File: config.mk
export PLATFORM = sky130hd
export DESIGN_NAME = quadrature_decoder
export DESIGN_NICKNAME = d
export VERILOG_FILES = /design/src/rtl/quad_pkg.sv /design/src/rtl/sync_filter.sv /design/src/rtl/quadrature_decoder.sv
export SDC_FILE = /design/constraint.sdc
export NUM_CORES = 1
export LEC_CHECK = 0
export ABC_AREA = 1
export CAP_MARGIN = 20
export CORE_MARGIN = 5
export CORE_UTILIZATION = 53
export CTS_CLUSTER_SIZE = 12
export DETAILED_ROUTE_END_ITERATION = 6
export GPL_TIMING_DRIVEN = 0
export PLACE_DENSITY_LB_ADDON = 0.05
export SYNTH_ARGS = -nofsm -noshare
export SYNTH_HDL_FRONTEND = slang
export SYNTH_SLANG_ARGS = --single-unit
File: constraint.sdc
create_clock -name clk -period 1.65 [get_ports clk]
set_clock_uncertainty 0.2 [all_clocks]
set_input_delay 0.33 -clock clk [delete_from_list [all_inputs] [get_ports clk]]
set_output_delay 0.33 -clock clk [all_outputs]
set_load 0.01 [all_outputs]
File: src/rtl/quad_pkg.sv
// quad_pkg: shared definitions for the quadrature decoder.
//   state_t      - decoder FSM states (INIT, TRACK)
//   FILT_LEN_DEF - default glitch-filter length in clk edges
//   STEP_UP/DOWN - Gray position deltas identifying a legal step direction
//   gray_pos()   - maps the {A,B} Gray phase to a 0..3 position
package quad_pkg;

    typedef enum logic {
        INIT  = 1'b0,
        TRACK = 1'b1
    } state_t;

    localparam int unsigned FILT_LEN_DEF = 3;

    // Difference (new - old, modulo 4) between Gray positions.
    // A delta of 2 means both phases toggled together: an illegal jump.
    localparam logic [1:0] STEP_UP   = 2'd1;
    localparam logic [1:0] STEP_DOWN = 2'd3;

    // 00 -> 0, 01 -> 1, 11 -> 2, 10 -> 3 (Gray to binary)
    function automatic logic [1:0] gray_pos(input logic [1:0] ab);
        return {ab[1], ab[1] ^ ab[0]};
    endfunction

endpackage

File: src/rtl/sync_filter.sv
// sync_filter: 2-flop synchronizer followed by a stability filter for one
// encoder channel.
//   clk      - clock
//   reset_n  - asynchronous active-low reset
//   din      - raw asynchronous channel input
//   sync_out - synchronized (2nd flop) value
//   filt_out - filtered value; follows sync_out only after it has differed
//              for FILT_LEN consecutive edges
module sync_filter
    import quad_pkg::*;
#(
    parameter int unsigned FILT_LEN = FILT_LEN_DEF
) (
    input  logic clk,
    input  logic reset_n,
    input  logic din,
    output logic sync_out,
    output logic filt_out
);

    localparam int unsigned CW = $clog2(FILT_LEN + 1);

    logic          s1;
    logic          s2;
    logic          filt;
    logic [CW-1:0] cnt;

    always_ff @(posedge clk or negedge reset_n) begin
        if (!reset_n) begin
            s1   <= 1'b0;
            s2   <= 1'b0;
            filt <= 1'b0;
            cnt  <= '0;
        end else begin
            s1 <= din;
            s2 <= s1;
            if (s2 == filt) begin
                cnt <= '0;
            end else if (cnt == CW'(FILT_LEN - 1)) begin
                // This edge is the FILT_LEN-th consecutive differing one.
                filt <= s2;
                cnt  <= '0;
            end else begin
                cnt <= cnt + CW'(1);
            end
        end
    end

    assign sync_out = s2;
    assign filt_out = filt;

endmodule

File: src/rtl/quadrature_decoder.sv
// quadrature_decoder: converts filtered encoder phases A/B into counter
// enable/direction strobes.
//   clk       - clock
//   reset_n   - asynchronous active-low reset
//   a_in/b_in - raw encoder phases (asynchronous)
//   clear_err - synchronous clear of the sticky error flag
//   enable    - one-cycle pulse per valid quadrature step
//   up        - direction of the most recent valid step (1 = up)
//   err       - sticky flag for an illegal double-phase transition
//   phase     - accepted filtered {A,B}
module quadrature_decoder
    import quad_pkg::*;
#(
    parameter int unsigned FILT_LEN = FILT_LEN_DEF
) (
    input  logic       clk,
    input  logic       reset_n,
    input  logic       a_in,
    input  logic       b_in,
    input  logic       clear_err,
    output logic       enable,
    output logic       up,
    output logic       err,
    output logic [1:0] phase
);

    localparam int unsigned CW = $clog2(FILT_LEN + 1);

    logic          sync_a, sync_b, filt_a, filt_b;
    logic [1:0]    sync_ab, filt_ab;

    state_t        state, state_nxt;
    logic [1:0]    phase_d;
    logic [1:0]    cand, cand_d;
    logic [CW-1:0] init_cnt, init_cnt_d, cnt_eff;
    logic [1:0]    delta;
    logic          enable_d, up_d, err_d;

    sync_filter #(.FILT_LEN(FILT_LEN)) u_filt_a (
        .clk      (clk),
        .reset_n  (reset_n),
        .din      (a_in),
        .sync_out (sync_a),
        .filt_out (filt_a)
    );

    sync_filter #(.FILT_LEN(FILT_LEN)) u_filt_b (
        .clk      (clk),
        .reset_n  (reset_n),
        .din      (b_in),
        .sync_out (sync_b),
        .filt_out (filt_b)
    );

    assign sync_ab = {sync_a, sync_b};
    assign filt_ab = {filt_a, filt_b};

    always_ff @(posedge clk or negedge reset_n) begin
        if (!reset_n) begin
            state    <= INIT;
            phase    <= 2'b00;
            cand     <= 2'b00;
            init_cnt <= '0;
            enable   <= 1'b0;
            up       <= 1'b1;
            err      <= 1'b0;
        end else begin
            state    <= state_nxt;
            phase    <= phase_d;
            cand     <= cand_d;
            init_cnt <= init_cnt_d;
            enable   <= enable_d;
            up       <= up_d;
            err      <= err_d;
        end
    end

    always_comb begin
        state_nxt  = state;
        phase_d    = phase;
        cand_d     = cand;
        init_cnt_d = init_cnt;
        cnt_eff    = '0;
        delta      = '0;
        enable_d   = 1'b0;
        up_d       = up;
        err_d      = err & ~clear_err;

        case (state)
            INIT: begin
                // Count consecutive edges with an unchanged synchronized pair;
                // an edge that sees a new value restarts the count at 1.
                cnt_eff = (sync_ab == cand) ? init_cnt : '0;
                if (cnt_eff == CW'(FILT_LEN - 1)) begin
                    phase_d    = sync_ab;
                    init_cnt_d = '0;
                    state_nxt  = TRACK;
                end else begin
                    cand_d     = sync_ab;
                    init_cnt_d = cnt_eff + CW'(1);
                end
            end
            TRACK: begin
                // A change arriving while enable is high is held one cycle so
                // that two steps never produce back-to-back pulses.
                if (filt_ab != phase && !enable) begin
                    phase_d = filt_ab;
                    delta   = gray_pos(filt_ab) - gray_pos(phase);
                    if (delta == STEP_UP) begin
                        enable_d = 1'b1;
                        up_d     = 1'b1;
                    end else if (delta == STEP_DOWN) begin
                        enable_d = 1'b1;
                        up_d     = 1'b0;
                    end else begin
                        err_d = 1'b1;
                    end
                end
            end
            default: state_nxt = INIT;
        endcase
    end

endmodule

After elaboration in Yosys (flattened, before gate mapping)
Index checks and enable logic that the tools add are counted.
{"block": "op_classes", "add_sub_neg": 4, "eq_ne": 11, "muxes": 21, "bitwise": 8, "reduce_logical": 8}
{"cell": "2-bit 2-to-1 mux", "n": 8}
{"cell": "1-bit 2-to-1 mux", "n": 12}
{"cell": "2-bit == test (second input constant)", "n": 4}
{"cell": "2-bit AND reduction", "n": 4}
{"cell": "2-bit by 1-bit adder with 2-bit output (second input constant)", "n": 3}
{"cell": "1-bit NOT", "n": 5}
{"cell": "2-bit case mux with 2 select lines", "n": 1}
{"cell": "3-bit AND reduction", "n": 1}
{"cell": "1-bit == test", "n": 2}
{"cell": "2-bit by 1-bit == test with 1-bit output (second input constant)", "n": 1}
{"cell": "2-bit == test", "n": 1}
{"cell": "2-bit by 1-bit != test with 1-bit output (second input constant)", "n": 1}
{"cell": "2-bit != test", "n": 1}
{"cell": "2-bit != test (second input constant)", "n": 1}
{"cell": "2-bit nonzero test", "n": 1}
{"cell": "2-bit subtractor", "n": 1}
{"cell": "1-bit XOR", "n": 2}
{"cell": "1-bit AND", "n": 1}
{"cell": "1-bit logical AND", "n": 1}
{"cell": "1-bit logical NOT", "n": 1}
{"block": "totals", "register_bits": 20, "inputBits": 5, "out_inout_bits": 5, "word_cells": 67}

Longest topological paths before layout
{"block": "depth", "depth_word": 7, "depth_mapped": 8, "mapped_depth_nobuf": 8}

By module
Synthesis repeated with hierarchy kept, for this count alone.
{"block": "hier_totals", "cells_unflattened": 105, "hier_area_um2": 888.4}
{"mod": "quadrature_decoder", "instances": 1, "cells_per_inst": 63, "area_each_um2": 515.5, "seq_area_each_um2": 251.5}
{"mod": "sync_filter", "instances": 2, "cells_per_inst": 21, "area_each_um2": 186.4, "seq_area_each_um2": 125.1}

Worst setup path before layout
No wires, ideal clock.
{"block": "synth_path", "kind": "register to register", "startpoint": "register u_filt_b.filt, in the netlist u_filt_b.filt_out", "endpoint": "register up", "setup_time_ps": 60, "arrival_ps": 1167, "required_ps": 1390, "path_slack_ps": 223, "path_stages_with_launch": 7, "path_buffers": 1, "synth_period_minus_slack_ps": 1427, "path_cell_list": "dfrtp_1 clkbuf_2 xnor2_1 ha_1 nor2_2 nand2_1 nand2_1"}
{"block": "synth_between", "elab_chain_len": 5, "word_cells_on_any_way": 9, "cone_classes": "add/sub: 1; eq/ne: 3; mux: 1; bitwise: 1; reduce/logical: 3"}
{"item": "start: declaration", "line": "sync_filter.sv:25", "text": "logic filt;"}
{"item": "start signal: assignment", "line": "sync_filter.sv:32", "text": "filt <= 1'b0;"}
{"item": "start signal: assignment", "line": "sync_filter.sv:41", "text": "filt <= s2;"}
{"item": "1-bit XOR", "line": "quad_pkg.sv:22", "text": "return {ab[1], ab[1] ^ ab[0]};"}
{"item": "2-bit subtractor", "line": "quadrature_decoder.sv:108", "text": "delta = gray_pos(filt_ab) - gray_pos(phase);"}
{"item": "2-bit by 1-bit == test with 1-bit output or 2-bit == test (tied branches)", "line": "quadrature_decoder.sv:109, quadrature_decoder.sv:112"}
{"item": "2-bit nonzero test (no source line)"}
{"item": "3-bit AND reduction (no source line)"}
{"item": "end signal: assignment", "line": "quadrature_decoder.sv:73", "text": "up <= up_d;"}
{"item": "end: declaration", "line": "quadrature_decoder.sv:22", "text": "output logic up,"}
Several ways; a longest one is shown, not always the timed one.
A chain may end at the register's enable or synchronous reset.

Worst setup path in the final report
{"block": "layout_path", "startpoint": "register up", "endpoint": "output up"}
No word-level cell between the ends.

==> key figures <==
Yosys
  • Syn nets: between 90 and 100
  • Yosys reg bits: 20
  • Largest family of logic cells by synthesized area: simple AND/OR/NAND/NOR gates
  • Synth Area in Simple Gates: 20.0%
  • Complex-gate fraction of the synthesized area: 5.93%
  • Syn Area/Cell: 10.2 µm²
  • Yosys warnings: 0
  • Netlist cell types: 23
  • Post-Syn Instances: 89
  • Mux contribution to synthesized area: under 10%
  • Sequential fraction of the synthesis area: 55.3%
  • Post-synth design cell area: ~910 µm²
  • Post-Synth Adder-Cell Area: 1.38%
  • Xor-xnor portion of the synthesized cell area: between 8 and 9%

STA
  • Endpoints failing setup: 0
  • Worst Slack Setup Final: 66.7 ps
  • Period minus WS final: 1580 ps
  • Worst slew pin tran: 856 ps
  • Fin. Hold Viols: 0
  • Worst rel slew slack: 42.7%
  • Unrepaired setup endpoints after global routing: false
  • Fin. max-slew vios: 0
  • Max Clk Rate: 0.632 GHz
  • Final critical-path share of the clock period: a little over nine tenths

Min path
  • Hold Crit Start: u_filt_b.s1$_DFF_PN0_
  • Hold WC Path Type: flop to flop
  • Hold Path Depth: 0
  • Hold EP: u_filt_b.sync_out$_DFF_PN0_

Place
  • RePlAce Congestion: about 0.77
  • Final HPWL DP: approximately 940 µm
  • Port buffer count: 9
  • Placement Setup Slack: -25.8 ps
  • Cell count after placement: 115

Worst setup path
  • Reg2reg setup slack: 120 ps
  • Setup CP Type: flop to output port
  • CP max FO: 2
  • R2r startpoint: phase[0]$_DFFE_PN0P_
  • R2R Path End: up$_DFFE_PN1P_
  • Crit-path max cell delay: 540 ps
  • Crit. End Element: output port
  • Crit-path cells: clkdlybuf4s15_1
  • CP max stage cell: dfstp_2
  • Critical path's top delay family: flip-flops
  • Crit path buf inv count: 1
  • Data required time of the critical path: roughly 1100 ps
  • R2R depth: 6
  • Critical path arrival: 1050 ps
  • CP startpoint kind: flop

Routing
  • Routed wire length per instance: 10.7 µm
  • Via/cell ratio: 4.82
  • Initial drt markers: 9
  • First-pass DRT Iterations: 4
  • DRT Wirelength: 1.28 mm
  • ANT nets after route: 0
  • Drc violations: 0
  • Via Count: ~580

Floorplanning
  • Chip height: 51.4 µm
  • Die area: between 0.002 and 0.003 mm²
  • Io pins: 10
  • Die Wd: 51.4 µm
  • Floorplan row count: 15
  • Core area: 0.00167 mm²
  • Initial Util: between 50% and 60%

Final layout
  • Diode count: 0
  • Fin cells: 120
  • Share of layout cells above drive strength 1: 20.4%
  • Fin nets: 110
  • Area Overhead vs Synth: 16.6%
  • Fillers: between 100 and 150

Run
  • Max-cap violations: 0

Global routing
  • First-pass GRT wire length: 2.48 mm
  • GRT Overall Usage: 13.0%
  • Largest net degree at the start of global routing: 21
  • Vias in the first global route: slightly below 600
  • Total congestion overflow: 0
  • Initial antenna violation count: 0

Clocking
  • Max H-tree Level: 1
  • Worst-case clock buffer depth: 2
  • TritonCTS Buffers: 3
  • Worst skew pair latency: 300 ps
  • Hold_buf cts: 0
  • # clock sinks: 20
  • CTS tree: done
  • Reg clk slew, reported paths: 110 ps
  • Clock root cell: clkbuf_4

Power and ir drop
  • Leak: 0.541 nW
  • PD cells: 1980 mW/mm²
  • VDD IR max: 0.984 mV

Outcome
  • Status: finished clean
==> layout by cell type (no fill, tap or decap), drive strengths merged <==
master,instances
nand3,4
o22ai,2
nor2,3
nand2,24
clkdlybuf4s15,1
buf,3
dlygate4sd2,4
dfstp,1
clkdlybuf4s50,4
nor3,5
clkbuf,4
dfrtp,19
xor2,3
mux2i,2
o21ai,6
inv,12
xnor2,4
ha,1
nand4,1
==> how the worst max path moves through the flow <==
stage | cells past startpoint | from | end | slack, ps
3_5_place_dp | 1 | reset_n | u_filt_a.cnt[0]$_DFF_PN0_ | -30
5_1_grt | 1 | up$_DFFE_PN1P_ | up | 7
3_3_place_gp | 1 | reset_n | u_filt_a.filt_out$_DFFE_PN0P_ | 10
6_report | 1 | up$_DFFE_PN1P_ | up | 70
4_1_cts | 1 | up$_DFFE_PN1P_ | up | 20
2_1_floorplan | 6 | u_filt_b.filt_out$_DFFE_PN0P_ | up$_DFFE_PN1P_ | 220
==> flip-flops by register name, indices dropped and copies added, names as in the netlist <==
signal and flops:
u_filt_b.sync_out 1, init_cnt 2, err 1, u_filt_a.s1 1, u_filt_b.filt_out 1, state 1
cand 2, u_filt_a.sync_out 1, u_filt_b.s1 1, phase 2, u_filt_a.filt_out 1, enable 1
up 1, u_filt_a.cnt 2, u_filt_b.cnt 2
==> cells in the mapped netlist, drive strengths merged <==
master	number	share of area [%]
xnor2	4	3.9
nor2	3	2.6
inv	12	5.0
nand2	24	10
dfstp	1	2.9
ha	1	1.4
buf	1	1.2
o22ai	2	1.4
clkbuf	1	0.55
nand4	1	1.4
dfrtp	19	52
nand3	4	2.8
o21ai	6	4.6
mux2i	2	2.2
nor3	5	2.8
xor2	3	4.6
==> logic make-up after synthesis <==
logic type                 count (synthesis)
and+or+nand+nor                           37
adders and majority gates                  1
DFF                                       20
buffers and inverters                     14
muxes                                      2
AOI/OAI and AO/OA                          8
xor gates and xnor gates                   7
==> area by class of cell <==
cell class	count	area, µm²	area share, %
repair buffers	11	100	9.47
clock buffers	4	26.3	2.49
well taps	17	21.3	2.01
flip-flops and latches	20	502	47.5
plain buffers	1	11.3	1.07
multi-input cells	55	352	33.3
inverters	12	45.0	4.26
==> where the power goes <==
part           internal, mW  switching [mW]  total [mW]
clock network        0.0940           0.139       0.233
registers             0.684           0.137       0.821
logic                 0.476           0.566        1.04
==> through the flow <==
stage	total power, mW	instance area (µm²)	hold WS, ps	util [%]	setup TNS, ps
final	2.10	1060	159	63.3	0
after global routing	2.32	1060	182	63.3	0
after global placement	1.86	1020	132	61.0	0
after floorplan	1.63	907	-166	-	0
after detailed placement	1.88	1020	136	61.0	-474
after CTS	2.12	1050	163	63.1	0
==> routing by layer <==
metal | up-vias | part of all wire [%] | GRT usage [%]
li1 | 307 | - | -
met5 | - | 0 | 0
met1 | 262 | 49 | 15.9
met2 | 7 | 45 | 19.3
met4 | 0 | 1.2 | 9.17
met3 | 2 | 4.8 | 3.79
==> what timing repair did <==
action	in CTS	in global routing
pin swaps	0	1
gates resized for setup	5	2
endpoints found under the setup margin	5	2
buffers inserted	2	0
No activity file was read; power rests on OpenSTA's default activity.
